[config.mk]
export PLATFORM = sky130hd
export DESIGN_NAME = nonce_scheduler_flat
export DESIGN_NICKNAME = d
export VERILOG_FILES = /design/src/rtl/miner_pkg.sv /design/src/rtl/nonce_scheduler_if.sv /design/src/rtl/nonce_scheduler_inflight_fifo.sv /design/src/rtl/nonce_scheduler.sv /design/src/flat_wrapper.sv
export SDC_FILE = /design/constraint.sdc
export NUM_CORES = 2
export LEC_CHECK = 0
export ABC_AREA = 0
export ABC_CLOCK_PERIOD_IN_PS = 34800
export BUFFER_PORTS_ARGS = -buffer_cell sky130_fd_sc_hd__buf_4
export CAP_MARGIN = 10
export CORE_AREA = 3 3 720 722
export CTS_BUF_LIST = sky130_fd_sc_hd__clkbuf_16
export DETAILED_ROUTE_END_ITERATION = 10
export DIE_AREA = 0 0 723 725
export GPL_TIMING_DRIVEN = 1
export SETUP_SLACK_MARGIN = 0.02
export SYNTH_ARGS = -nofsm -noshare
export SYNTH_HDL_FRONTEND = slang
export SYNTH_HIERARCHICAL = 1
export SYNTH_SLANG_ARGS = --single-unit
export TNS_END_PERCENT = 30
[constraint.sdc]
create_clock -name clk -period 34.8 [get_ports clk]
set_input_delay 3.48 -clock clk [delete_from_list [all_inputs] [get_ports clk]]
set_output_delay 3.48 -clock clk [all_outputs]
set_load 0.02 [all_outputs]
[src/rtl/miner_pkg.sv]
// Shared widths, FSM state type and small helpers for the odo_keccak job
// controller and its in-flight tracking.
package miner_pkg;

   localparam int HEADER_W = 608;
   localparam int TARGET_W = 256;
   localparam int NONCE_W  = 32;
   localparam int DP_IN_W  = NONCE_W + HEADER_W;
   localparam int CNT_W    = 10;

   typedef enum logic [1:0] {
      IDLE,
      RUN,
      DRAIN
   } sched_state_t;

   function automatic logic [31:0] sat_inc(input logic [31:0] v);
      return (v == 32'hFFFF_FFFF) ? v : v + 32'd1;
   endfunction

endpackage

[src/rtl/nonce_scheduler_if.sv]
// Work, datapath and found-slot signals of nonce_scheduler. The slave modport
// is the scheduler's view; master is the view of the surrounding logic.
interface nonce_scheduler_if;
   import miner_pkg::*;

   logic                work_valid;
   logic                work_ready;
   logic [HEADER_W-1:0] work_header;
   logic [TARGET_W-1:0] work_target;
   logic [NONCE_W-1:0]  work_nstart;
   logic [NONCE_W-1:0]  work_nend;

   logic                dp_read;
   logic [DP_IN_W-1:0]  dp_in;
   logic [TARGET_W-1:0] dp_target;
   logic                dp_write;
   logic                dp_hit;

   logic                found_valid;
   logic [NONCE_W-1:0]  found_nonce;
   logic                found_ack;

   modport slave (
      input  work_valid, work_header, work_target, work_nstart, work_nend,
      output work_ready,
      output dp_read, dp_in, dp_target,
      input  dp_write, dp_hit,
      output found_valid, found_nonce,
      input  found_ack
   );

   modport master (
      output work_valid, work_header, work_target, work_nstart, work_nend,
      input  work_ready,
      input  dp_read, dp_in, dp_target,
      output dp_write, dp_hit,
      input  found_valid, found_nonce,
      output found_ack
   );

endinterface

[src/rtl/nonce_scheduler_inflight_fifo.sv]
// In-flight nonce FIFO: entry = {discard, nonce}. discard_all marks every stored
// entry stale; a push+pop in the same cycle is accepted even when full.
module inflight_fifo
   import miner_pkg::*;
#(
   parameter int  WIDTH = NONCE_W + 1,
   parameter int  DEPTH = 16,
   localparam int AW    = $clog2(DEPTH)
) (
   input  logic             clk,
   input  logic             reset,
   input  logic             push,
   input  logic [WIDTH-1:0] push_data,
   input  logic             pop,
   input  logic             discard_all,
   output logic [WIDTH-1:0] head,
   output logic             full,
   output logic             empty,
   output logic [AW:0]      count
);

   logic [WIDTH-1:0] mem [DEPTH];
   logic [AW-1:0]    wr_ptr_reg;
   logic [AW-1:0]    rd_ptr_reg;
   logic [AW:0]      count_reg;
   logic             do_push;
   logic             do_pop;

   assign empty   = (count_reg == '0);
   assign full    = (count_reg == (AW+1)'(DEPTH));
   assign count   = count_reg;
   assign do_pop  = pop && !empty;
   assign do_push = push && (!full || do_pop);
   assign head    = mem[rd_ptr_reg];

   always_ff @(posedge clk or posedge reset) begin
      if (reset) begin
         wr_ptr_reg <= '0;
         rd_ptr_reg <= '0;
         count_reg  <= '0;
      end else begin
         if (do_push) wr_ptr_reg <= wr_ptr_reg + 1'b1;
         if (do_pop)  rd_ptr_reg <= rd_ptr_reg + 1'b1;
         case ({do_push, do_pop})
            2'b10:   count_reg <= count_reg + 1'b1;
            2'b01:   count_reg <= count_reg - 1'b1;
            default: count_reg <= count_reg;
         endcase
      end
   end

   // A push in the same cycle as discard_all keeps its own discard bit.
   always_ff @(posedge clk) begin
      for (int i = 0; i < DEPTH; i++) begin
         if (discard_all) mem[i][WIDTH-1] <= 1'b1;
      end
      if (do_push) mem[wr_ptr_reg] <= push_data;
   end

endmodule

[src/rtl/nonce_scheduler.sv]
// Job controller for the odo_keccak pipeline: issues nonces, pairs results with
// them and reports winners. Define NONCE_SCHED_STATS_EN for hit/drop counters.
module nonce_scheduler
   import miner_pkg::*;
#(
   parameter int ISSUE_INTERVAL = 1000,
   parameter int INFLIGHT_DEPTH = 16
) (
   input  logic               clk,
   input  logic               reset,
   nonce_scheduler_if.slave   bus,
   input  logic               abort,
   output logic               busy,
   output logic               exhausted,
   output logic               proto_err
`ifdef NONCE_SCHED_STATS_EN
   ,
   output logic [31:0]        hit_cnt,
   output logic [31:0]        drop_cnt
`endif
);

   localparam int               FIFO_CW  = $clog2(INFLIGHT_DEPTH) + 1;
   localparam logic [CNT_W-1:0] CNT_TERM = CNT_W'(ISSUE_INTERVAL - 1);

   sched_state_t        state_reg;
   logic [CNT_W-1:0]    cnt_reg;
   logic [NONCE_W-1:0]  nonce_reg;
   logic [NONCE_W-1:0]  nend_reg;
   logic [HEADER_W-1:0] header_reg;
   logic [TARGET_W-1:0] target_reg;
   logic                exhausted_reg;
   logic                proto_err_reg;
   logic                found_valid_reg;
   logic [NONCE_W-1:0]  found_nonce_reg;

   logic                fifo_full;
   logic                fifo_empty;
   logic [NONCE_W:0]    fifo_head;
   logic [FIFO_CW-1:0]  fifo_count;

   logic                accept;
   logic                issue;
   logic                pop;
   logic                head_discard;
   logic                report;
   logic                load;
   logic                drain_done;

   assign accept       = (state_reg == IDLE) && bus.work_valid;
   assign issue        = (state_reg == RUN) && (cnt_reg == CNT_TERM) && !fifo_full;
   assign pop          = bus.dp_write && !fifo_empty;
   // A result popped in the abort cycle belongs to the old job as well.
   assign head_discard = fifo_head[NONCE_W] || abort;
   assign report       = pop && bus.dp_hit && !head_discard;
   assign load         = report && (!found_valid_reg || bus.found_ack);
   assign drain_done   = fifo_empty || ((fifo_count == FIFO_CW'(1)) && pop);

   inflight_fifo #(
      .WIDTH (NONCE_W + 1),
      .DEPTH (INFLIGHT_DEPTH)
   ) u_fifo (
      .clk         (clk),
      .reset       (reset),
      .push        (issue),
      .push_data   ({abort, nonce_reg}),
      .pop         (pop),
      .discard_all (abort && (state_reg != IDLE)),
      .head        (fifo_head),
      .full        (fifo_full),
      .empty       (fifo_empty),
      .count       (fifo_count)
   );

   always_ff @(posedge clk or posedge reset) begin
      if (reset) begin
         state_reg     <= IDLE;
         cnt_reg       <= '0;
         nonce_reg     <= '0;
         nend_reg      <= '0;
         header_reg    <= '0;
         target_reg    <= '0;
         exhausted_reg <= 1'b0;
      end else begin
         case (state_reg)
            IDLE: begin
               if (bus.work_valid) begin
                  header_reg    <= bus.work_header;
                  target_reg    <= bus.work_target;
                  nonce_reg     <= bus.work_nstart;
                  nend_reg      <= bus.work_nend;
                  cnt_reg       <= CNT_TERM;
                  if (bus.work_nstart > bus.work_nend) begin
                     state_reg     <= DRAIN;
                     exhausted_reg <= 1'b1;
                  end else begin
                     state_reg     <= RUN;
                     exhausted_reg <= 1'b0;
                  end
               end
            end
            RUN: begin
               // Counter parks at its terminal value while the FIFO is full.
               if (issue) begin
                  nonce_reg <= nonce_reg + 32'd1;
                  cnt_reg   <= '0;
                  if (nonce_reg == nend_reg) begin
                     state_reg     <= DRAIN;
                     exhausted_reg <= 1'b1;
                  end
               end else if (cnt_reg != CNT_TERM) begin
                  cnt_reg <= cnt_reg + 1'b1;
               end
               if (abort) state_reg <= DRAIN;
            end
            DRAIN: begin
               if (drain_done) state_reg <= IDLE;
            end
            default: state_reg <= IDLE;
         endcase
      end
   end

   always_ff @(posedge clk or posedge reset) begin
      if (reset) begin
         found_valid_reg <= 1'b0;
         found_nonce_reg <= '0;
         proto_err_reg   <= 1'b0;
      end else begin
         if (load) begin
            found_valid_reg <= 1'b1;
            found_nonce_reg <= fifo_head[NONCE_W-1:0];
         end else if (bus.found_ack) begin
            found_valid_reg <= 1'b0;
         end
         if (bus.dp_write && fifo_empty) proto_err_reg <= 1'b1;
      end
   end

`ifdef NONCE_SCHED_STATS_EN
   logic [31:0] hit_cnt_reg;
   logic [31:0] drop_cnt_reg;

   always_ff @(posedge clk or posedge reset) begin
      if (reset) begin
         hit_cnt_reg  <= '0;
         drop_cnt_reg <= '0;
      end else if (accept) begin
         hit_cnt_reg  <= '0;
         drop_cnt_reg <= '0;
      end else begin
         if (load)            hit_cnt_reg  <= sat_inc(hit_cnt_reg);
         if (report && !load) drop_cnt_reg <= sat_inc(drop_cnt_reg);
      end
   end

   assign hit_cnt  = hit_cnt_reg;
   assign drop_cnt = drop_cnt_reg;
`endif

   assign bus.work_ready  = (state_reg == IDLE);
   assign bus.dp_read     = issue;
   assign bus.dp_in       = {nonce_reg, header_reg};
   assign bus.dp_target   = target_reg;
   assign bus.found_valid = found_valid_reg;
   assign bus.found_nonce = found_nonce_reg;
   assign busy            = (state_reg != IDLE);
   assign exhausted       = exhausted_reg;
   assign proto_err       = proto_err_reg;

endmodule
[src/flat_wrapper.sv]
// flat-port wrapper written by rule: the top's interface ports become plain ports
module nonce_scheduler_flat import miner_pkg::*;
#(
   parameter int ISSUE_INTERVAL = 1000,
   parameter int INFLIGHT_DEPTH = 16
)
  (clk, reset, abort, busy, exhausted, proto_err, bus_work_valid, bus_work_header, bus_work_target, bus_work_nstart, bus_work_nend, bus_work_ready, bus_dp_read, bus_dp_in, bus_dp_target, bus_dp_write, bus_dp_hit, bus_found_valid, bus_found_nonce, bus_found_ack);
  nonce_scheduler_if bus_i ();
  input  logic clk;
  input  logic reset;
  input  logic abort;
  output logic busy;
  output logic exhausted;
  output logic proto_err;
  input wire logic [$bits(bus_i.work_valid)-1:0] bus_work_valid;
  input wire logic [$bits(bus_i.work_header)-1:0] bus_work_header;
  input wire logic [$bits(bus_i.work_target)-1:0] bus_work_target;
  input wire logic [$bits(bus_i.work_nstart)-1:0] bus_work_nstart;
  input wire logic [$bits(bus_i.work_nend)-1:0] bus_work_nend;
  output wire logic [$bits(bus_i.work_ready)-1:0] bus_work_ready;
  output wire logic [$bits(bus_i.dp_read)-1:0] bus_dp_read;
  output wire logic [$bits(bus_i.dp_in)-1:0] bus_dp_in;
  output wire logic [$bits(bus_i.dp_target)-1:0] bus_dp_target;
  input wire logic [$bits(bus_i.dp_write)-1:0] bus_dp_write;
  input wire logic [$bits(bus_i.dp_hit)-1:0] bus_dp_hit;
  output wire logic [$bits(bus_i.found_valid)-1:0] bus_found_valid;
  output wire logic [$bits(bus_i.found_nonce)-1:0] bus_found_nonce;
  input wire logic [$bits(bus_i.found_ack)-1:0] bus_found_ack;
  assign bus_i.work_valid = bus_work_valid;
  assign bus_i.work_header = bus_work_header;
  assign bus_i.work_target = bus_work_target;
  assign bus_i.work_nstart = bus_work_nstart;
  assign bus_i.work_nend = bus_work_nend;
  assign bus_work_ready = bus_i.work_ready;
  assign bus_dp_read = bus_i.dp_read;
  assign bus_dp_in = bus_i.dp_in;
  assign bus_dp_target = bus_i.dp_target;
  assign bus_i.dp_write = bus_dp_write;
  assign bus_i.dp_hit = bus_dp_hit;
  assign bus_found_valid = bus_i.found_valid;
  assign bus_found_nonce = bus_i.found_nonce;
  assign bus_i.found_ack = bus_found_ack;
  nonce_scheduler #(.ISSUE_INTERVAL(ISSUE_INTERVAL), .INFLIGHT_DEPTH(INFLIGHT_DEPTH)) u_core (.clk(clk), .reset(reset), .bus(bus_i), .abort(abort), .busy(busy), .exhausted(exhausted), .proto_err(proto_err));
endmodule
==> impl_metrics.tcl <==
set metrics [dict create \
    synth_top_family_by_area "simple AND/OR/NAND/NOR gates" \
    cts_buffer_depth 4 \
    min_period_ns 8.04 \
    antenna_found_initial 277 \
    clk_pin_slew_ns 0.06 \
    cts_tree "yes" \
    synth-seq-cells 1516 \
    max_freq_mhz 124 \
    hold_buffers 0 \
    num-fill-cells 57000 \
    numCtsBuffers 196 \
    synth-main-ff-cell "dfrtp_1" \
    port_buffers 1868 \
    syn_nets 6250 \
    slew_headroom_pct 19.7 \
    placed_cells 13700 \
    drv_cap 0 \
    ff_latch_area_mm2 0.0404 \
    yosys-top-cells-count "nand2_1, dfrtp_1, edfxtp_1, clkbuf_1, mux4_2" \
    yosys.area.top_type "dfrtp_1" \
    grt_pass1_wl_um 598000 \
    path_max_fanout 89 \
    p_leak_nw 40.2 \
    grt-ovfl-total 0 \
    grt_pass1_vias 48600 \
    setup-tns-final_ns 0 \
    synth_top_area_share_pct 41.8 \
    post_drt_wl_per_cell_um 34.4 \
    pre_cts_ws_ns 25.78 \
    ios 1869 \
    finalClockSkew_ns 0.104 \
    finalMaxSlewViolations 0 \
    dr.pass1.iters 5 \
    die_x_um 723 \
    finalCritPeriodShare_pct 23.1 \
    stdcell_area_mm2 0.0883 \
    cp.required_ns 35.65 \
    die_h_um 725 \
    drcViolationCount 0 \
    antenna_left 0 \
    vias_per_cell 3.50 \
    placed_area_mm2 0.0814 \
    synth_compound_area_share_pct 3.04 \
    start_util_pct 11.5 \
    gr-usage-all-layers_pct 17.9 \
    cts.repair.resized 0 \
    final_net_count 8133 \
    critPathKind "primary input to flop" \
    utilization_pct 17.2 \
    arrival_ns 8.89 \
    synthToLayoutAreaGrowth_pct 49.3 \
    yosysUniqueCellTypes 68 \
    row_count 263 \
    yosys.area_share.xor_xnor_pct 0.607 \
    root_buffer "clkbuf_16" \
    syn_area_mm2 0.0591 \
    clock_sinks 1516 \
    ir_drop_v 0.0000484 \
    synthSimpleGateAreaFrac_pct 18.9 \
    p_per_area_mw_per_mm2 105 \
    core_area_mm2 0.513 \
    fin_hold_ws_ns 0.472 \
    clk_latency_ns 0.93 \
    postCtsSetupRepairBufs 0 \
    gp_congestion 1.07 \
    start_kind "primary input" \
    drive_above_1_share_pct 33.8 \
    synth_most_common_cell "nand2_1" \
    finalHoldViolations 0 \
    multi_input_area_mm2 0.0176 \
    synth_edf_count 512 \
    hold_class "flop to flop" \
    crit_path_end_kind "flop" \
    die_area_mm2 0.524 \
    cts_htree_levels 4 \
    syn_inst 5272 \
    yosysWarnings 6 \
    num_vias 49400 \
    yosysSeqAreaShare_pct 68.4 \
    synthArstFlopShare_pct 65.2 \
    setup_viol 0 \
    p_total_mw 9.22 \
    worst-slew-pin-transition_ns 1.20 \
    routed_wirelength_um 486000 \
    dp_hpwl_um 408000 \
    drtIter0Drc 4855 \
    fin_ws_ns 26.76 \
    synth_fa_ha_area_share_pct 0.923 \
    largest_reg_flops 608 \
    rsz0062_at_grt "no" \
    avgSynthCellArea_um2 11.2 \
    final_cells 14100 \
    status "finished, final reports clean" \
    grt_start_max_net_pins 136 \
    ys_top_cells_by_area "dfrtp_1, edfxtp_1, nand2_1, mux4_2, clkbuf_1" \
    synthMuxAreaShare_pct 5.98 \
]
-- where the power goes --
group / switching [mW] / internal (mW)
clock network: 0.926 / 1.24
logic: 2.71 / 1.23
registers: 0.625 / 2.49
total: 4.27 / 4.96
-- critical path, cell delays in order --
cell and delay (ns):
buf_4 0.15, nand2_4 0.59, buf_4 0.48, buf_4 0.53, buf_4 0.70, buf_4 0.65
buf_4 0.69, buf_4 0.97, nand2_1 0.15, nand2_1 0.10
-- path summary, 6_finish.rpt --
check | endpoint | startpoint | slack [ns] | depth (start not counted)
worst min register to register | u_core/header_reg[384] | u_core/header_reg[384] | 0.47 | 2
max in group asynchronous | u_core/header_reg[438] | reset | 28.51 | 6
worst min-delay path | u_core/header_reg[384] | u_core/header_reg[384] | 0.47 | 2
worst max-delay path | u_core/bus.dp_target[214] | bus_work_valid | 26.76 | 10
min in group asynchronous | u_core/u_fifo/count[0] | reset | 2.74 | 2
worst max register to register | u_core/bus.dp_target[214] | u_core/state_reg[0] | 28.57 | 10
-- logic make-up after synthesis --
family | Yosys count
buffers and inverters | 331
AO/OA/AOI/OAI | 278
multiplexers | 184
XOR/XNOR | 41
AND/OR/NAND/NOR | 2879
adder cells (fa/ha/maj) | 43
flip-flops | 1516
-- cell usage in the layout (no fill, tap or decap), types with 12 or more instances in the layout --
cell type / netlist / routed
edfxtp_1: 512 / 512
dfxtp_1: 16 / 16
clkbuf_16: 0 / 199
clkinv_2: 0 / 32
nor2_1: 48 / 46
mux4_2: 132 / 132
diode_2: 0 / 56
buf_4: 6 / 1962
a22oi_1: 67 / 67
o21ai_0: 63 / 63
dfrtp_1: 988 / 986
mux2_2: 34 / 34
nand2_1: 2709 / 2707
clkinv_1: 0 / 39
bufinv_16: 0 / 26
clkinvlp_4: 0 / 14
nand3_1: 24 / 24
a21oi_1: 73 / 72
nand4_1: 17 / 17
nand2b_1: 12 / 12
mux2i_1: 18 / 18
o22ai_1: 15 / 15
ha_1: 42 / 42
inv_1: 51 / 75
xor2_1: 35 / 35
-- area by class of cell --
class	count	area share, %
flip-flops and latches	1516	45.8
multi-input cells	3425	19.9
repair buffers	1965	16.8
well taps	6757	9.58
clock buffers	199	5.64
clock inverters	165	1.93
inverters	51	0.225
diodes	56	0.159
-- per-layer routing --
layer | vias up | global-route usage (%) | wire (µm)
met2 | 2674 | 27.7 | 214000
met4 | 64 | 6.56 | 22700
met1 | 24700 | 22.0 | 195000
met3 | 733 | 7.57 | 53700
met5 | - | 0 | 414
li1 | 21200 | - | -
No activity file was read; power rests on OpenSTA's default activity.
